### src/rtl/eth_pong_responder.sv
// Ping/pong turnaround engine: captures an accepted ping, waits a holdoff,
// requests a pong transmission and tracks the outcome in statistics counters.
module eth_pong_responder #(
    parameter logic [15:0] MIN_PSIZE = 16'd46
) (
    input  logic        clk_i,
    input  logic        rst_i,
    input  logic        enable_i,
    input  logic [31:0] holdoff_time_i,
    input  logic [31:0] tx_timeout_i,
    input  logic        rx_ping_valid_i,
    input  logic [63:0] rx_ping_id_i,
    input  logic [15:0] rx_psize_i,
    output logic        tx_trigger_o,
    input  logic        tx_begin_i,
    output logic [63:0] tx_ping_id_o,
    output logic [15:0] tx_psize_o,
    output logic        done_o,
    output logic [63:0] pongs_sent_o,
    output logic [63:0] pings_dropped_o,
    output logic [63:0] tx_timeouts_o,
    output logic [63:0] out_of_order_o
);

    typedef enum logic [1:0] {
        StIdle    = 2'd0,
        StHoldoff = 2'd1,
        StWaitTx  = 2'd2
    } state_e;

    state_e      state_q, state_d;
    logic [31:0] count_q, count_d;
    logic        trigger_q, trigger_d;
    logic        done_q, done_d;
    logic [63:0] ping_id_q, ping_id_d;
    logic [15:0] psize_q, psize_d;
    logic [63:0] expected_id_q, expected_id_d;
    logic        seen_ping_q, seen_ping_d;
    logic [63:0] pongs_sent_q, pongs_sent_d;
    logic [63:0] pings_dropped_q, pings_dropped_d;
    logic [63:0] tx_timeouts_q, tx_timeouts_d;
    logic [63:0] out_of_order_q, out_of_order_d;

    logic ping;
    assign ping = rx_ping_valid_i & enable_i;

    always_comb begin
        state_d         = state_q;
        count_d         = count_q;
        trigger_d       = 1'b0;
        done_d          = 1'b0;
        ping_id_d       = ping_id_q;
        psize_d         = psize_q;
        expected_id_d   = expected_id_q;
        seen_ping_d     = seen_ping_q;
        pongs_sent_d    = pongs_sent_q;
        pings_dropped_d = pings_dropped_q;
        tx_timeouts_d   = tx_timeouts_q;
        out_of_order_d  = out_of_order_q;

        // Any busy cycle, including the one in which a response ends, drops the ping.
        if (ping && (state_q != StIdle)) begin
            pings_dropped_d = pings_dropped_q + 64'd1;
        end

        case (state_q)
            StIdle: begin
                if (ping) begin
                    ping_id_d     = rx_ping_id_i;
                    psize_d       = (rx_psize_i > MIN_PSIZE) ? rx_psize_i : MIN_PSIZE;
                    count_d       = 32'd1;
                    state_d       = StHoldoff;
                    expected_id_d = rx_ping_id_i + 64'd1;
                    seen_ping_d   = 1'b1;
                    if (seen_ping_q && (rx_ping_id_i != expected_id_q)) begin
                        out_of_order_d = out_of_order_q + 64'd1;
                    end
                end
            end
            StHoldoff: begin
                if (count_q >= holdoff_time_i) begin
                    trigger_d = 1'b1;
                    count_d   = 32'd1;
                    state_d   = StWaitTx;
                end else begin
                    count_d = count_q + 32'd1;
                end
            end
            StWaitTx: begin
                if (tx_begin_i) begin
                    pongs_sent_d = pongs_sent_q + 64'd1;
                    done_d       = 1'b1;
                    state_d      = StIdle;
                end else if ((tx_timeout_i != 32'd0) && (count_q >= tx_timeout_i)) begin
                    tx_timeouts_d = tx_timeouts_q + 64'd1;
                    done_d        = 1'b1;
                    state_d       = StIdle;
                end else begin
                    count_d = count_q + 32'd1;
                end
            end
            default: begin
                state_d = StIdle;
            end
        endcase
    end

    always_ff @(posedge clk_i or posedge rst_i) begin
        if (rst_i) begin
            state_q         <= StIdle;
            count_q         <= 32'd1;
            trigger_q       <= 1'b0;
            done_q          <= 1'b0;
            ping_id_q       <= 64'd0;
            psize_q         <= MIN_PSIZE;
            expected_id_q   <= 64'd0;
            seen_ping_q     <= 1'b0;
            pongs_sent_q    <= 64'd0;
            pings_dropped_q <= 64'd0;
            tx_timeouts_q   <= 64'd0;
            out_of_order_q  <= 64'd0;
        end else begin
            state_q         <= state_d;
            count_q         <= count_d;
            trigger_q       <= trigger_d;
            done_q          <= done_d;
            ping_id_q       <= ping_id_d;
            psize_q         <= psize_d;
            expected_id_q   <= expected_id_d;
            seen_ping_q     <= seen_ping_d;
            pongs_sent_q    <= pongs_sent_d;
            pings_dropped_q <= pings_dropped_d;
            tx_timeouts_q   <= tx_timeouts_d;
            out_of_order_q  <= out_of_order_d;
        end
    end

    assign tx_trigger_o    = trigger_q;
    assign done_o          = done_q;
    assign tx_ping_id_o    = ping_id_q;
    assign tx_psize_o      = psize_q;
    assign pongs_sent_o    = pongs_sent_q;
    assign pings_dropped_o = pings_dropped_q;
    assign tx_timeouts_o   = tx_timeouts_q;
    assign out_of_order_o  = out_of_order_q;

endmodule
### config.mk
export PLATFORM = sky130hd
export DESIGN_NAME = eth_pong_responder
export DESIGN_NICKNAME = d
export VERILOG_FILES = /design/src/rtl/eth_pong_responder.sv
export SDC_FILE = /design/constraint.sdc
export NUM_CORES = 1
export LEC_CHECK = 0
export CORE_ASPECT_RATIO = 2
export CORE_UTILIZATION = 47
export CTS_BUF_LIST = sky130_fd_sc_hd__clkbuf_16
export CTS_CLUSTER_DIAMETER = 120
export CTS_CLUSTER_SIZE = 24
export DETAILED_ROUTE_END_ITERATION = 8
export GPL_TIMING_DRIVEN = 0
export PLACE_DENSITY = 0.78
export SLEW_MARGIN = 20
export SYNTH_ARGS = -nofsm -noshare
export SYNTH_HDL_FRONTEND = slang
export SYNTH_SLANG_ARGS = --single-unit
### constraint.sdc
create_clock -name clk_i -period 13.2 [get_ports clk_i]
set_input_delay 1.98 -clock clk_i [delete_from_list [all_inputs] [get_ports clk_i]]
set_output_delay 1.98 -clock clk_i [all_outputs]
set_load 0.05 [all_outputs]
# After elaboration in Yosys (flattened, before gate mapping)
# Cells that the tools add are included.
totals:
  out_inout_bits: 338
  inputBits: 149
  regBits: 437
  wordCells: 60
classes:
  mux: 16
  n_lt_le_gt_ge: 3
  n_addsub: 6
  reduce_logical: 13
  n_eq_ne: 8
  n_bitwise: 2
op_table:
  columns: ["operator", "count"]
  rows:
  - ["$add 64x1->64 const B", 5]
  - ["$mux 32", 4]
  - ["$pmux 32 s3", 1]
  - ["$ge 32x32->1", 2]
  - ["$ne 64x64->1", 1]
  - ["$add 32x1->32 const B", 1]
  - ["$reduce_bool 32->1", 1]
  - ["$gt 16x6->1 const B", 1]
  - ["$mux 16", 1]
  - ["$reduce_and 3->1", 3]
  - ["$mux 2", 4]
  - ["$ne 2x2->1 const B", 4]
  - ["$pmux 2 s3", 1]
  - ["$mux 1", 5]
  - ["$reduce_and 2->1", 2]
  - ["$reduce_and 4->1", 1]
  - ["$logic_and 1x1->1", 3]
  - ["$ne 3x3->1 const B", 1]
  - ["$reduce_bool 3->1", 1]
  - ["$eq 2x1->1 const B", 1]
  - ["$eq 2x2->1 const B", 1]
  - ["$logic_not 2->1", 1]
  - ["$reduce_bool 2->1", 1]
  - ["$and 1x1->1", 1]
  - ["$not 1->1", 1]

# Logic depth before layout (Yosys ltp)
logic_depth:
  ltp_word: 5
  depth_mapped: 12

# Worst setup path after synthesis
# OpenSTA, ideal clock, no wires.
synth_path:
  path_kind: "input -> register"
  from: "in holdoff_time_i[29]"
  to: "reg count_q[10]"
  required_time_ps: 13079
  arrival_ps: 3993
  path_buffers: 1
  setup_slack_ps: 9086
  stages: 10
  cell_sequence: "inv_1 > ha_1 > nand4_1 > nor4_1 > nand4_1 > a31oi_1 > o41a_1 > clkbuf_1 > o21ai_0 > a22o_1"
synth_via:
  elab_chain_len: 3
synth_rtl:
  columns: ["item", "line", "text"]
  rows:
  - ["start: declaration", "9", "input logic [31:0] holdoff_time_i,"]
  - ["$ge 32x32->1", "81", "if (count_q >= holdoff_time_i) begin"]
  - ["$mux 32", "81", null]
  - ["$pmux 32 s3", "66", "case (state_q)"]
  - ["end signal: assignment", "124", "count_q <= count_d;"]
  - ["end: declaration", "32", "logic [31:0] count_q, count_d;"]
# No other way between the ends.
# A chain may end at the register's enable or synchronous reset.

# Worst setup path in the final report
layout_path:
  from: "in holdoff_time_i[29]"
  to: "reg count_q[12]"
# The elaborated chain is that of the path after synthesis.

==> results_dict.tcl <==
set metrics [dict create \
    cts_setup_buffers 0 \
    synth.net_count 2555 \
    critPathArrivalTime_ns 5.37 \
    reg2reg_from "count_q[28]$_DFFE_PP0P_" \
    area_growth_pct 29.03 \
    dieArea_sq_um 48990 \
    wirelength_um 70670 \
    final_cell_area_sq_um 29140 \
    min-delay-start "tx_psize_o[5]$_DFFE_PP1P_" \
    hold_slack_ns 0.4625 \
    fmax_mhz 202.4 \
    num-fill-cells 3965 \
    tns_ns 0 \
    multiInputGateArea_sq_um 10930 \
    relSlewSlack 0.3230 \
    path_clk_slew_ns 0.10 \
    placed_cell_area_sq_um 28470 \
    clkLatencyLatePin_ns 0.58 \
    rsz0062_at_grt "false" \
    rows 113 \
    yosysTopAreaCellShare 0.4786 \
    finalNetCount 3070 \
    viasPerCell 5.531 \
    grt_pass1_wl_um 110200 \
    dp.cells 3456 \
    cts_tree "built" \
    path_common_cell "nand4_1" \
    fin_cells 3501 \
    crit_type "in2reg" \
    drt_iter0_markers 978 \
    leakage_nw 13.22 \
    min_period_ns 4.941 \
    netlist_top_cells_area "dfrtp_1 (48%), xnor2_1 (9.1%), nand2_1 (7.2%), xor2_1 (5.5%), ha_1 (4.0%)" \
    required_ns 13.63 \
    rr_worst_depth 9 \
    grt_usage 0.2896 \
    cp-end-kind "flip-flop" \
    synthArstFlopShare 1.000 \
    hold_buffers 0 \
    antenna_found_initial 5 \
    grt_pass1_vias 20070 \
    avgSynthCellArea_sq_um 9.681 \
    ys_warn_count 0 \
    path_max_fanout 10 \
    core_sq_um 47510 \
    cts-root-buf "clkbuf_16" \
    fin_crit_sh 0.3743 \
    yosysSeqAreaShare 0.4845 \
    fin_skew_ns 0.04262 \
    clockBufferDepth 3 \
    final_layout_size_suffix_gt1_frac 0.04085 \
    synth_area_sq_um 22590 \
    ys_ff_latch 437 \
    firstDrtPassIters 8 \
    drc 0 \
    start_util 0.4754 \
    detail_route.wl_per_cell_um 20.19 \
    power_density_nw_per_um2 136.6 \
    die_height_um 312.0 \
    ctsResizeCount 0 \
    port_buffers 476 \
    gp_congestion 0.9204 \
    yosys_most_used_dff "dfrtp_1" \
    peakVddDrop_uv 156.6 \
    ios 487 \
    cp-startpoint "holdoff_time_i[29]" \
    synth_edf_count 0 \
    regToRegSetupSlack_ns 9.65 \
    hold_viol_final 0 \
    max-cap-violations 0 \
    setup_violations 0 \
    cp_slowest_cell "nor4_1" \
    vias 19370 \
    hold_class "reg2reg" \
    max_stage_delay_ns 0.51 \
    whs_path_depth 2 \
    gr-total-overflow 0 \
    cts_buffers 22 \
    worstMarginPinSlew_ns 1.009 \
    die_x_um 157.0 \
    ant_nets 0 \
    cp_cell_sequence "clkdlybuf4s50_1, inv_1, ha_1, nand4_1, nor4_1, nand4_1, a31oi_1, o41a_1, clkbuf_1, o21ai_0, a22o_1" \
    synth.distinct_cells 83 \
    synth_top_area_cell "dfrtp_1" \
    regArea_sq_um 10940 \
    status "complete, no violations" \
    hpwl_um 56090 \
    final_max_slew_viol_count 0 \
    grt_max_degree 36 \
    cts_sinks 437 \
    power.total_mw 3.981 \
    crit_path_start_kind "primary input" \
    ctsHtreeMaxLevel 1 \
    synth_cells 2333 \
]
-- area by class of cell --
type	instances	area share
Clock inverter	17	0.002748
Sequential cell	437	0.3755
Clock buffer	23	0.01975
Antenna cell	5	0.0004294
Multi-Input combinational cell	1715	0.3750
Timing Repair Buffer	491	0.1746
Inverter	107	0.01391
Tap cell	632	0.02713
Buffer	74	0.01103
-- registers in the layout, indices dropped and copies added, names as in the netlist, 2 cells and up --
| name | flops |
|---|---|
| expected_id_q | 64 |
| out_of_order_o | 64 |
| pings_dropped_o | 64 |
| pongs_sent_o | 64 |
| tx_ping_id_o | 64 |
| tx_timeouts_o | 64 |
| count_q | 32 |
| tx_psize_o | 16 |
| state_q | 2 |
-- cells in the final DEF (no fill, tap or decap), types with 29 or more instances in the layout --
master           synthesis  final
nor3_1                  75     75
nor2_1                 103    103
nor4_1                  35     34
clkdlybuf4s50_1          0    476
nand4_1                110    110
ha_1                    73     73
nand2_1                433    433
clkbuf_1                51     51
dfrtp_1                432    432
inv_1                  107    122
o21ai_0                101    100
and3_1                  49     49
xor2_1                 143    143
xnor2_1                234    234
and4_1                  29     29
nand3_1                130    130
-- worst max-delay path, delay by kind of cell --
| family | cells | cell delay [ns] |
|---|---|---|
| AO/OA/AOI/OAI | 4 | 1.27 |
| AND/OR/NAND/NOR | 3 | 0.96 |
| buffers and inverters | 3 | 0.87 |
| adder cells (fa/ha/maj) | 1 | 0.29 |
-- power breakdown --
part	switching, mW	internal, mW
sequential	0.162	1.57
clock	0.451	0.323
combinational	0.972	0.503
-- worst paths after layout --
path / endpoint
worst min register to register: tx_psize_o[5]$_DFFE_PP1P_
max in group asynchronous: pings_dropped_o[31]$_DFFE_PP0P_
min in group asynchronous: count_q[16]$_DFFE_PP0P_
worst max register to register: count_q[12]$_DFFE_PP0P_
worst max-delay path: count_q[12]$_DFFE_PP0P_
worst min-delay path: tx_psize_o[5]$_DFFE_PP1P_
-- cells by family (layout without fill, tap and decap cells) --
logic type | after synthesis | after routing | synth area share
flops | 437 | 437 | 0.4845
other cells | 0 | 5 | 0
mux | 5 | 5 | 0.002493
simple gates | 1054 | 1054 | 0.2334
compound gates | 205 | 205 | 0.06027
xor+xnor | 378 | 378 | 0.1469
buf+inv | 181 | 712 | 0.03202
fa+ha+maj | 73 | 73 | 0.04044
-- cell usage after synthesis (3+ instances only) --
cell / number
nand4_1: 110
xor2_1: 143
and3_1: 49
o21ai_0: 101
buf_2: 11
dfstp_2: 5
nor2_1: 103
a211oi_1: 3
nand2b_1: 5
nor3_1: 75
ha_1: 73
inv_1: 107
o22a_1: 3
nand3_2: 3
a21oi_1: 26
nor4_1: 35
or3_1: 8
buf_1: 6
or2_2: 4
nor3b_1: 4
xnor2_1: 234
clkbuf_1: 51
or4_1: 3
mux2_2: 5
a21o_1: 7
o22ai_1: 5
buf_4: 4
nor2_2: 3
and4_1: 29
nand2_1: 433
a21bo_2: 3
nor2b_1: 13
and2_1: 15
dfrtp_1: 432
nand3_1: 130
a22o_1: 28
-- metrics by stage --
step / utilization / setup slack, ns
floorplan: - / 5.321
global placement: 0.5924 / 2.496
detailed placement: 0.5992 / 7.387
CTS: 0.6130 / 7.971
global route: 0.6134 / 8.088
finish: 0.6134 / 8.259
-- per-layer routing --
metal  up-vias  global-route usage  share of wire
li1       8979                   -              -
met1      9506              0.2980           0.34
met2       683              0.5236           0.52
met3       195             0.04992          0.061
met4         2              0.2014          0.075
met5         -                   0        0.00016
No activity file was read; power rests on OpenSTA's default activity.
